### config.mk
export PLATFORM = sky130hd
export DESIGN_NAME = fetch_ctrl_flat
export DESIGN_NICKNAME = d
export VERILOG_FILES = /design/src/rtl/fetch_ctrl_if.sv /design/src/rtl/fetch_ctrl.sv /design/src/flat_wrapper.sv
export SDC_FILE = /design/constraint.sdc
export NUM_CORES = 1
export LEC_CHECK = 0
export ABC_CLOCK_PERIOD_IN_PS = 2600
export CORE_ASPECT_RATIO = 0.75
export CORE_MARGIN = 1
export CORE_UTILIZATION = 45
export DETAILED_ROUTE_END_ITERATION = 10
export GPL_TIMING_DRIVEN = 1
export PLACE_DENSITY_LB_ADDON = 0.15
export SLEW_MARGIN = 20
export SYNTH_ARGS = -nofsm -noshare
export SYNTH_HDL_FRONTEND = slang
export SYNTH_SLANG_ARGS = --single-unit
### constraint.sdc
create_clock -name clk -period 2.6 [get_ports clk]
set_input_delay 0.78 -clock clk [delete_from_list [all_inputs] [get_ports clk]]
set_output_delay 0.78 -clock clk [all_outputs]
set_load 0.02 [all_outputs]
### src/rtl/fetch_ctrl_if.sv
// fetch_ctrl_if: fetch-stage control, instruction-memory and decode handshake signals
interface fetch_ctrl_if;
  logic        redirect_i;
  logic [31:0] redirect_pc_i;
  logic        halt_i;
  logic        resume_i;
  logic [31:0] imem_addr_o;
  logic [31:0] imem_rdata_i;
  logic        id_valid_o;
  logic        id_ready_i;
  logic [31:0] id_instr_o;
  logic [31:0] id_pc_o;
  logic        halted_o;
  logic        trap_o;
  modport master (
    input  redirect_i, redirect_pc_i, halt_i, resume_i, imem_rdata_i, id_ready_i,
    output imem_addr_o, id_valid_o, id_instr_o, id_pc_o, halted_o, trap_o
  );
  modport slave (
    output redirect_i, redirect_pc_i, halt_i, resume_i, imem_rdata_i, id_ready_i,
    input  imem_addr_o, id_valid_o, id_instr_o, id_pc_o, halted_o, trap_o
  );
endinterface

### src/rtl/fetch_ctrl.sv
// fetch_ctrl: PC sequencer and fetch register; FETCH_CTRL_ALIGN_TRAP_EN enables misaligned-redirect trap
module fetch_ctrl #(
  parameter logic [31:0] RESET_PC = 32'h0000_0000
) (
  input logic         clk,
  input logic         rst_n,
  fetch_ctrl_if.master bus
);
  typedef enum logic [1:0] {
    BOOT,
    RUN,
    HALT
`ifdef FETCH_CTRL_ALIGN_TRAP_EN
    , TRAP
`endif
  } state_t;
  state_t      state;
  logic [31:0] pc;
  logic [31:0] tgt;
  logic        valid;
  logic [31:0] instr;
  logic [31:0] id_pc;
  logic        halted;
  logic        trap;
`ifdef FETCH_CTRL_ALIGN_TRAP_EN
  logic        mis;
  assign mis = |bus.redirect_pc_i[1:0];
`endif
  assign tgt             = bus.redirect_pc_i & 32'hFFFF_FFFC;
  assign bus.imem_addr_o = pc;
  assign bus.id_valid_o  = valid;
  assign bus.id_instr_o  = instr;
  assign bus.id_pc_o     = id_pc;
  assign bus.halted_o    = halted;
  assign bus.trap_o      = trap;
`ifndef FETCH_CTRL_ALIGN_TRAP_EN
  assign trap = 1'b0;
`endif
  // state machine: redirect > halt > stall > fetch in RUN; later assignments override earlier ones
  always_ff @(posedge clk or negedge rst_n) begin
    if (!rst_n) begin
      state  <= BOOT;
      pc     <= RESET_PC;
      valid  <= 1'b0;
      instr  <= 32'h0000_0013;
      id_pc  <= 32'h0000_0000;
      halted <= 1'b0;
`ifdef FETCH_CTRL_ALIGN_TRAP_EN
      trap   <= 1'b0;
`endif
    end else begin
      case (state)
        BOOT: state <= RUN;
        RUN: begin
          if (bus.redirect_i) begin
            valid <= 1'b0;
`ifdef FETCH_CTRL_ALIGN_TRAP_EN
            if (mis) begin
              state  <= TRAP;
              halted <= 1'b1;
              trap   <= 1'b1;
            end else
`endif
            pc <= tgt;
          end else if (bus.halt_i) begin
            valid  <= 1'b0;
            halted <= 1'b1;
            state  <= HALT;
          end else if (!(valid && !bus.id_ready_i)) begin
            instr <= bus.imem_rdata_i;
            id_pc <= pc;
            valid <= 1'b1;
            pc    <= pc + 32'd4;
          end
        end
        HALT: begin
          valid <= 1'b0;
          if (bus.resume_i) begin
            state  <= RUN;
            halted <= 1'b0;
          end
          if (bus.redirect_i) begin
`ifdef FETCH_CTRL_ALIGN_TRAP_EN
            if (mis) begin
              state  <= TRAP;
              halted <= 1'b1;
              trap   <= 1'b1;
            end else
`endif
            pc <= tgt;
          end
        end
        default: valid <= 1'b0;
      endcase
    end
  end
endmodule

### src/flat_wrapper.sv
// flat-port wrapper written by rule: the top's interface ports become plain ports
module fetch_ctrl_flat 
#(
  parameter logic [31:0] RESET_PC = 32'h0000_0000
)
  (clk, rst_n, bus_redirect_i, bus_redirect_pc_i, bus_halt_i, bus_resume_i, bus_imem_rdata_i, bus_id_ready_i, bus_imem_addr_o, bus_id_valid_o, bus_id_instr_o, bus_id_pc_o, bus_halted_o, bus_trap_o);
  fetch_ctrl_if bus_i ();
  input logic clk;
  input logic rst_n;
  input wire logic [$bits(bus_i.redirect_i)-1:0] bus_redirect_i;
  input wire logic [$bits(bus_i.redirect_pc_i)-1:0] bus_redirect_pc_i;
  input wire logic [$bits(bus_i.halt_i)-1:0] bus_halt_i;
  input wire logic [$bits(bus_i.resume_i)-1:0] bus_resume_i;
  input wire logic [$bits(bus_i.imem_rdata_i)-1:0] bus_imem_rdata_i;
  input wire logic [$bits(bus_i.id_ready_i)-1:0] bus_id_ready_i;
  output wire logic [$bits(bus_i.imem_addr_o)-1:0] bus_imem_addr_o;
  output wire logic [$bits(bus_i.id_valid_o)-1:0] bus_id_valid_o;
  output wire logic [$bits(bus_i.id_instr_o)-1:0] bus_id_instr_o;
  output wire logic [$bits(bus_i.id_pc_o)-1:0] bus_id_pc_o;
  output wire logic [$bits(bus_i.halted_o)-1:0] bus_halted_o;
  output wire logic [$bits(bus_i.trap_o)-1:0] bus_trap_o;
  assign bus_i.redirect_i = bus_redirect_i;
  assign bus_i.redirect_pc_i = bus_redirect_pc_i;
  assign bus_i.halt_i = bus_halt_i;
  assign bus_i.resume_i = bus_resume_i;
  assign bus_i.imem_rdata_i = bus_imem_rdata_i;
  assign bus_i.id_ready_i = bus_id_ready_i;
  assign bus_imem_addr_o = bus_i.imem_addr_o;
  assign bus_id_valid_o = bus_i.id_valid_o;
  assign bus_id_instr_o = bus_i.id_instr_o;
  assign bus_id_pc_o = bus_i.id_pc_o;
  assign bus_halted_o = bus_i.halted_o;
  assign bus_trap_o = bus_i.trap_o;
  fetch_ctrl #(.RESET_PC(RESET_PC)) u_core (.clk(clk), .rst_n(rst_n), .bus(bus_i));
endmodule
# Word-level counts from Yosys, hierarchy flattened
# Index checks and enable logic that the tools add are counted.
classes:
  n_addsub: 1
  n_eq_ne: 9
  mux: 17
  bitwise: 4
  reduce_logical: 10
ops:
  columns: ["cell", "count"]
  rows:
  - ["2-to-1 mux 32 bit", 4]
  - ["case mux 32 bit (2 select lines)", 1]
  - ["adder 32 x 3 -> 32 bit (second input constant)", 1]
  - ["AND reduction 4 bit", 4]
  - ["inequality test 2 bit (second input constant)", 4]
  - ["2-to-1 mux 1 bit", 6]
  - ["2-to-1 mux 2 bit", 3]
  - ["inequality test 3 bit (second input constant)", 2]
  - ["case mux 2 bit (3 select lines)", 1]
  - ["inequality test 4 bit (second input constant)", 1]
  - ["NOT 1 bit", 4]
  - ["case mux 1 bit (2 select lines)", 2]
  - ["nonzero test 3 bit", 1]
  - ["== test 2 x 1 -> 1 bit (second input constant)", 1]
  - ["== test 2 bit (second input constant)", 1]
  - ["logical NOT 2 bit", 1]
  - ["AND reduction 2 bit", 1]
  - ["nonzero test 2 bit", 1]
  - ["logical AND 1 bit", 1]
  - ["logical NOT 1 bit", 1]
totals:
  ff_bits: 100
  input_bits: 70
  output_inout_bits: 99
  elab_cells: 47

# Depth between registers and ports, before layout
depth:
  word_depth: 6
  ltp_mapped: 8
  ltp_nobuf: 7

# Worst setup path before layout
# Ideal clock, no wire load.
synth_path:
  path_kind: "input to register"
  startpoint: "input bus_redirect_i"
  endpoint: "register u_core.instr[10], in the netlist u_core.bus.id_instr_o[10]"
  setup_ns: 0.125
  arrival_time_ns: 2.061
  required_ns: 2.475
  setup_slack_ns: 0.414
  stages: 5
  n_path_buf: 3
  cell_sequence: "clkbuf_1 or4_1 buf_4 buf_6 mux2_2"
synth_between:
  elab_chain_len: 2
synth_rtl:
  columns: ["element", "line_no", "rtl"]
  rows:
  - ["start: declaration", "flat_wrapper.sv:10", "input wire logic [$bits(bus_i.redirect_i)-1:0] bus_redirect_i;"]
  - ["NOT 1 bit (no line)", null, null]
  - ["AND reduction 4 bit (no line)", null, null]
  - ["end signal: assignment", "fetch_ctrl.sv:70", "instr <= bus.imem_rdata_i;"]
  - ["end: declaration", "fetch_ctrl.sv:21", "logic [31:0] instr;"]
# Every way passes these cells.
# A chain may end at the register's enable or synchronous reset.

# Worst setup path after layout
layout_path:
  startpoint: "register u_core.pc[4], in the netlist u_core.bus.imem_addr_o[4]"
  endpoint: "output bus_imem_addr_o[4]"
layout_rtl:
  columns: ["element", "line_no", "rtl"]
  rows:
  - ["start: declaration", "fetch_ctrl.sv:18", "logic [31:0] pc;"]
  - ["start signal: assignment", "fetch_ctrl.sv:64", "pc <= tgt;"]
  - ["start signal: assignment", "fetch_ctrl.sv:73", "pc <= pc + 32'd4;"]
  - ["start signal: assignment", "fetch_ctrl.sv:90", "pc <= tgt;"]
  - ["end: declaration", "flat_wrapper.sv:16", "output wire logic [$bits(bus_i.imem_addr_o)-1:0] bus_imem_addr_o;"]
# No word-level cell between the ends.

==> flow_summary.yaml <==
run_status:
  status: "finished clean"
critical_path:
  worstSetupStartpoint: "u_core.bus.imem_addr_o[4]"
  path_max_fanout: 9
  crit_cells: 1
  worst-setup-path-type: "reg -> out"
  crit_path_start_kind: "flop"
  path_buf_inv: 1
  r2r_cells: 6
  crit_path_end: "bus_imem_addr_o[4]"
  cp_data_required_time_ns: 1.82
  path_delay_family: "buffers and inverters"
  worst_ep_arrival_time_ns: 1.52
  rr_endpoint: "u_core.bus.id_pc_o[15]"
  r2r-start: "u_core.state[1]"
  crit_chain: "clkdlybuf4s50_1"
  max_stage_delay_ns: 0.68
  end_kind: "primary output"
  crit_slowest_cell: "clkdlybuf4s50_1"
  r2r_slack_ns: 0.34
timing:
  final_max_slew_viol_count: 0
  timing.final.ws_setup_ns: 0.296
  fin_worst_skew_ns: 0.00562
  finalSetupViolations: 0
  period_needed_ns: 2.30
  holdWs_ns: 0.389
  hold_viol_final: 0
  grt_setup_unrepaired: "false"
  max_freq_ghz: 0.434
  finalCritPeriodShare_pct: 88.6
route:
  wl_mm: 11.6
  wire_per_inst_um: 16.4
  dr.pass1.iters: 4
  antenna_left: 0
  drt-vias-per-instance: 5.57
  drtIter0Drc: 194
  vias: 3957
  drcViolationCount: 0
clock_tree:
  cts_sinks: 96
  h-tree-depth: 3
  clk_pin_slew_worst_paths_ns: 0.07
  clk_latency_ns: 0.35
  cts.repair.resized: 0
  root_buffer: "clkbuf_16"
  ctsHoldBuffers: 0
  cts_buffers: 9
  clock_path_buffers: 2
  tritoncts: "built"
  cts_setup_buffers: 0
placement:
  pre_cts_ws_ns: -0.0161
  gp_congestion: 0.834
  place_inst: 695
  io_buffers: 161
  hpwl_mm: 8.46
final_layout:
  most-common-layout-cells: "clkdlybuf4s50_1 (160), dfrtp_1 (93), mux2_2 (59), a21oi_1 (43), nand2_1 (35)"
  syn2layout_area_growth_pct: 45.1
  n_fill_cell: 749
  final_common_cell: "clkdlybuf4s50_1"
  instances_no_fill: 711
  drive_above_1_share_pct: 17.8
  nets: 649
  final_util_pct: 68.0
  insertedDiodeCount: 0
synthesis:
  synth_area_per_cell_sq_um: 11.0
  netlist_area_sq_um: 4580
  yosysWarnings: 0
  seq_area_frac_synth_pct: 52.5
  synth.distinct_cells: 49
  synth_seq_cells: 96
  synth_cells: 417
die:
  io_pins: 169
  die_x_um: 119
  row_count: 31
  dieArea_sq_um: 10600
  core_sq_um: 9770
  initial_core_util_pct: 46.9
  fp.dieH_um: 89.4
global_routing:
  grt_antenna_before_repair: 0
  grt_overflow: 0
  grt_pass1_wl_mm: 18.7
  grt.total_usage_pct: 22.6
  first_global_vias: 3797
  grt_max_degree: 49
power_and_ir_drop:
  power_mw: 9.05
  peakVddDrop_uv: 792
  leakage_nw: 2.69
  cellPowerDensity_nw_per_um2: 1360
hold_path:
  hold_class: "in -> async"
flow_run:
  cap_violations: 0
==> area by class of cell <==
| cell class | count | area [sq um] | area share (%) |
|---|---|---|---|
| Multi-Input combinational cell | 285 | 1980 | 29.7 |
| Clock inverter | 7 | 100 | 1.51 |
| Sequential cell | 96 | 2410 | 36.2 |
| Inverter | 7 | 26.3 | 0.395 |
| Timing Repair Buffer | 175 | 1750 | 26.3 |
| Clock buffer | 9 | 225 | 3.39 |
| Tap cell | 132 | 165 | 2.48 |
==> state kept, by name, indices dropped and copies added, names as in the netlist <==
| signal | cells |
|---|---|
| u_core.bus.id_instr_o | 32 |
| u_core.bus.id_valid_o | 1 |
| u_core.bus.halted_o | 1 |
| u_core.bus.imem_addr_o | 30 |
| u_core.bus.id_pc_o | 30 |
| u_core.state | 2 |
==> metrics by stage <==
step	setup TNS (ns)	area, sq um
after floorplan	0	4600
after global placement	0	6320
after detailed placement	-0.166	6320
after CTS	0	6650
after global routing	0	6650
final	0	6650
==> cells by family (layout without fill, tap and decap cells) <==
group / after synthesis / in the layout / share of synthesized area, %
AND/OR/NAND/NOR: 108 / 108 / 12.3
buffers and inverters: 40 / 198 / 4.91
AO/OA/AOI/OAI: 106 / 106 / 13.9
other: 1 / 5 / 0.0818
adder cells (fa/ha/maj): 5 / 5 / 1.37
multiplexers: 61 / 61 / 14.9
flip-flops: 96 / 96 / 52.5
==> synth_stat cells, drive strengths merged <==
library cell  count  area [sq um]
a211oi            3          22.5
a21bo             1          10.0
a21oi            43           215
a221oi            1          8.76
a2bb2oi           2          17.5
a311oi            4          35.0
a31oi             1          6.26
a32oi             2          17.5
and2              3          18.8
and3              6          37.5
and4              3          26.3
buf              17           139
clkbuf           16          60.1
conb              1          3.75
dfrtp            93          2330
dfstp             3          78.8
ha                5          62.6
inv               7          26.3
mux2             59           664
mux2i             2          20.0
nand2            36           143
nand2b            1          6.26
nand3            13          70.1
nand4            12          81.3
nor2             14          52.6
nor2b             1          6.26
nor3              9          50.1
nor3b             1          7.51
nor4              4          31.3
o21ai            25           125
o22a              1          8.76
o22ai            11          68.8
o311ai            1          8.76
o31a              1          8.76
o31ai             7          57.6
o32ai             2          17.5
o41ai             1          8.76
or2               1          6.26
or3               2          12.5
or4               2          15.0
==> routing by layer <==
metal / share of wire [%] / vias up / global-route usage, %
li1: - / 1838 / -
met1: 45 / 1908 / 29.7
met2: 45 / 194 / 35.0
met3: 9.1 / 17 / 7.08
met4: 1.4 / 0 / 9.78
met5: 0 / - / 0
==> how the worst min path moves through the flow <==
stage | from | slack (ns) | to
final | rst_n | 0.39 | u_core.bus.id_pc_o[23]
after global routing | rst_n | 0.41 | u_core.bus.id_pc_o[23]
after CTS | rst_n | 0.39 | u_core.bus.id_pc_o[21]
after detailed placement | u_core.bus.id_pc_o[14] | 0.47 | u_core.bus.id_pc_o[14]
after global placement | u_core.bus.id_pc_o[27] | 0.47 | u_core.bus.id_pc_o[27]
after floorplan | rst_n | 0.48 | u_core.bus.halted_o
==> power breakdown <==
group	leakage [nW]	total [mW]	switching [mW]	internal, mW
clock network	0.161	1.43	0.578	0.854
logic	1.42	4.69	2.40	2.29
registers	1.11	2.93	0.664	2.27
==> worst reg2reg max path: stages (launching register included) <==
cell and delay, ns:
dfrtp_1 0.40, inv_1 0.10, ha_1 0.27, inv_1 0.08, or4_2 0.71, buf_12 0.22, mux2_2 0.37
(Power assumes the default switching activity.)
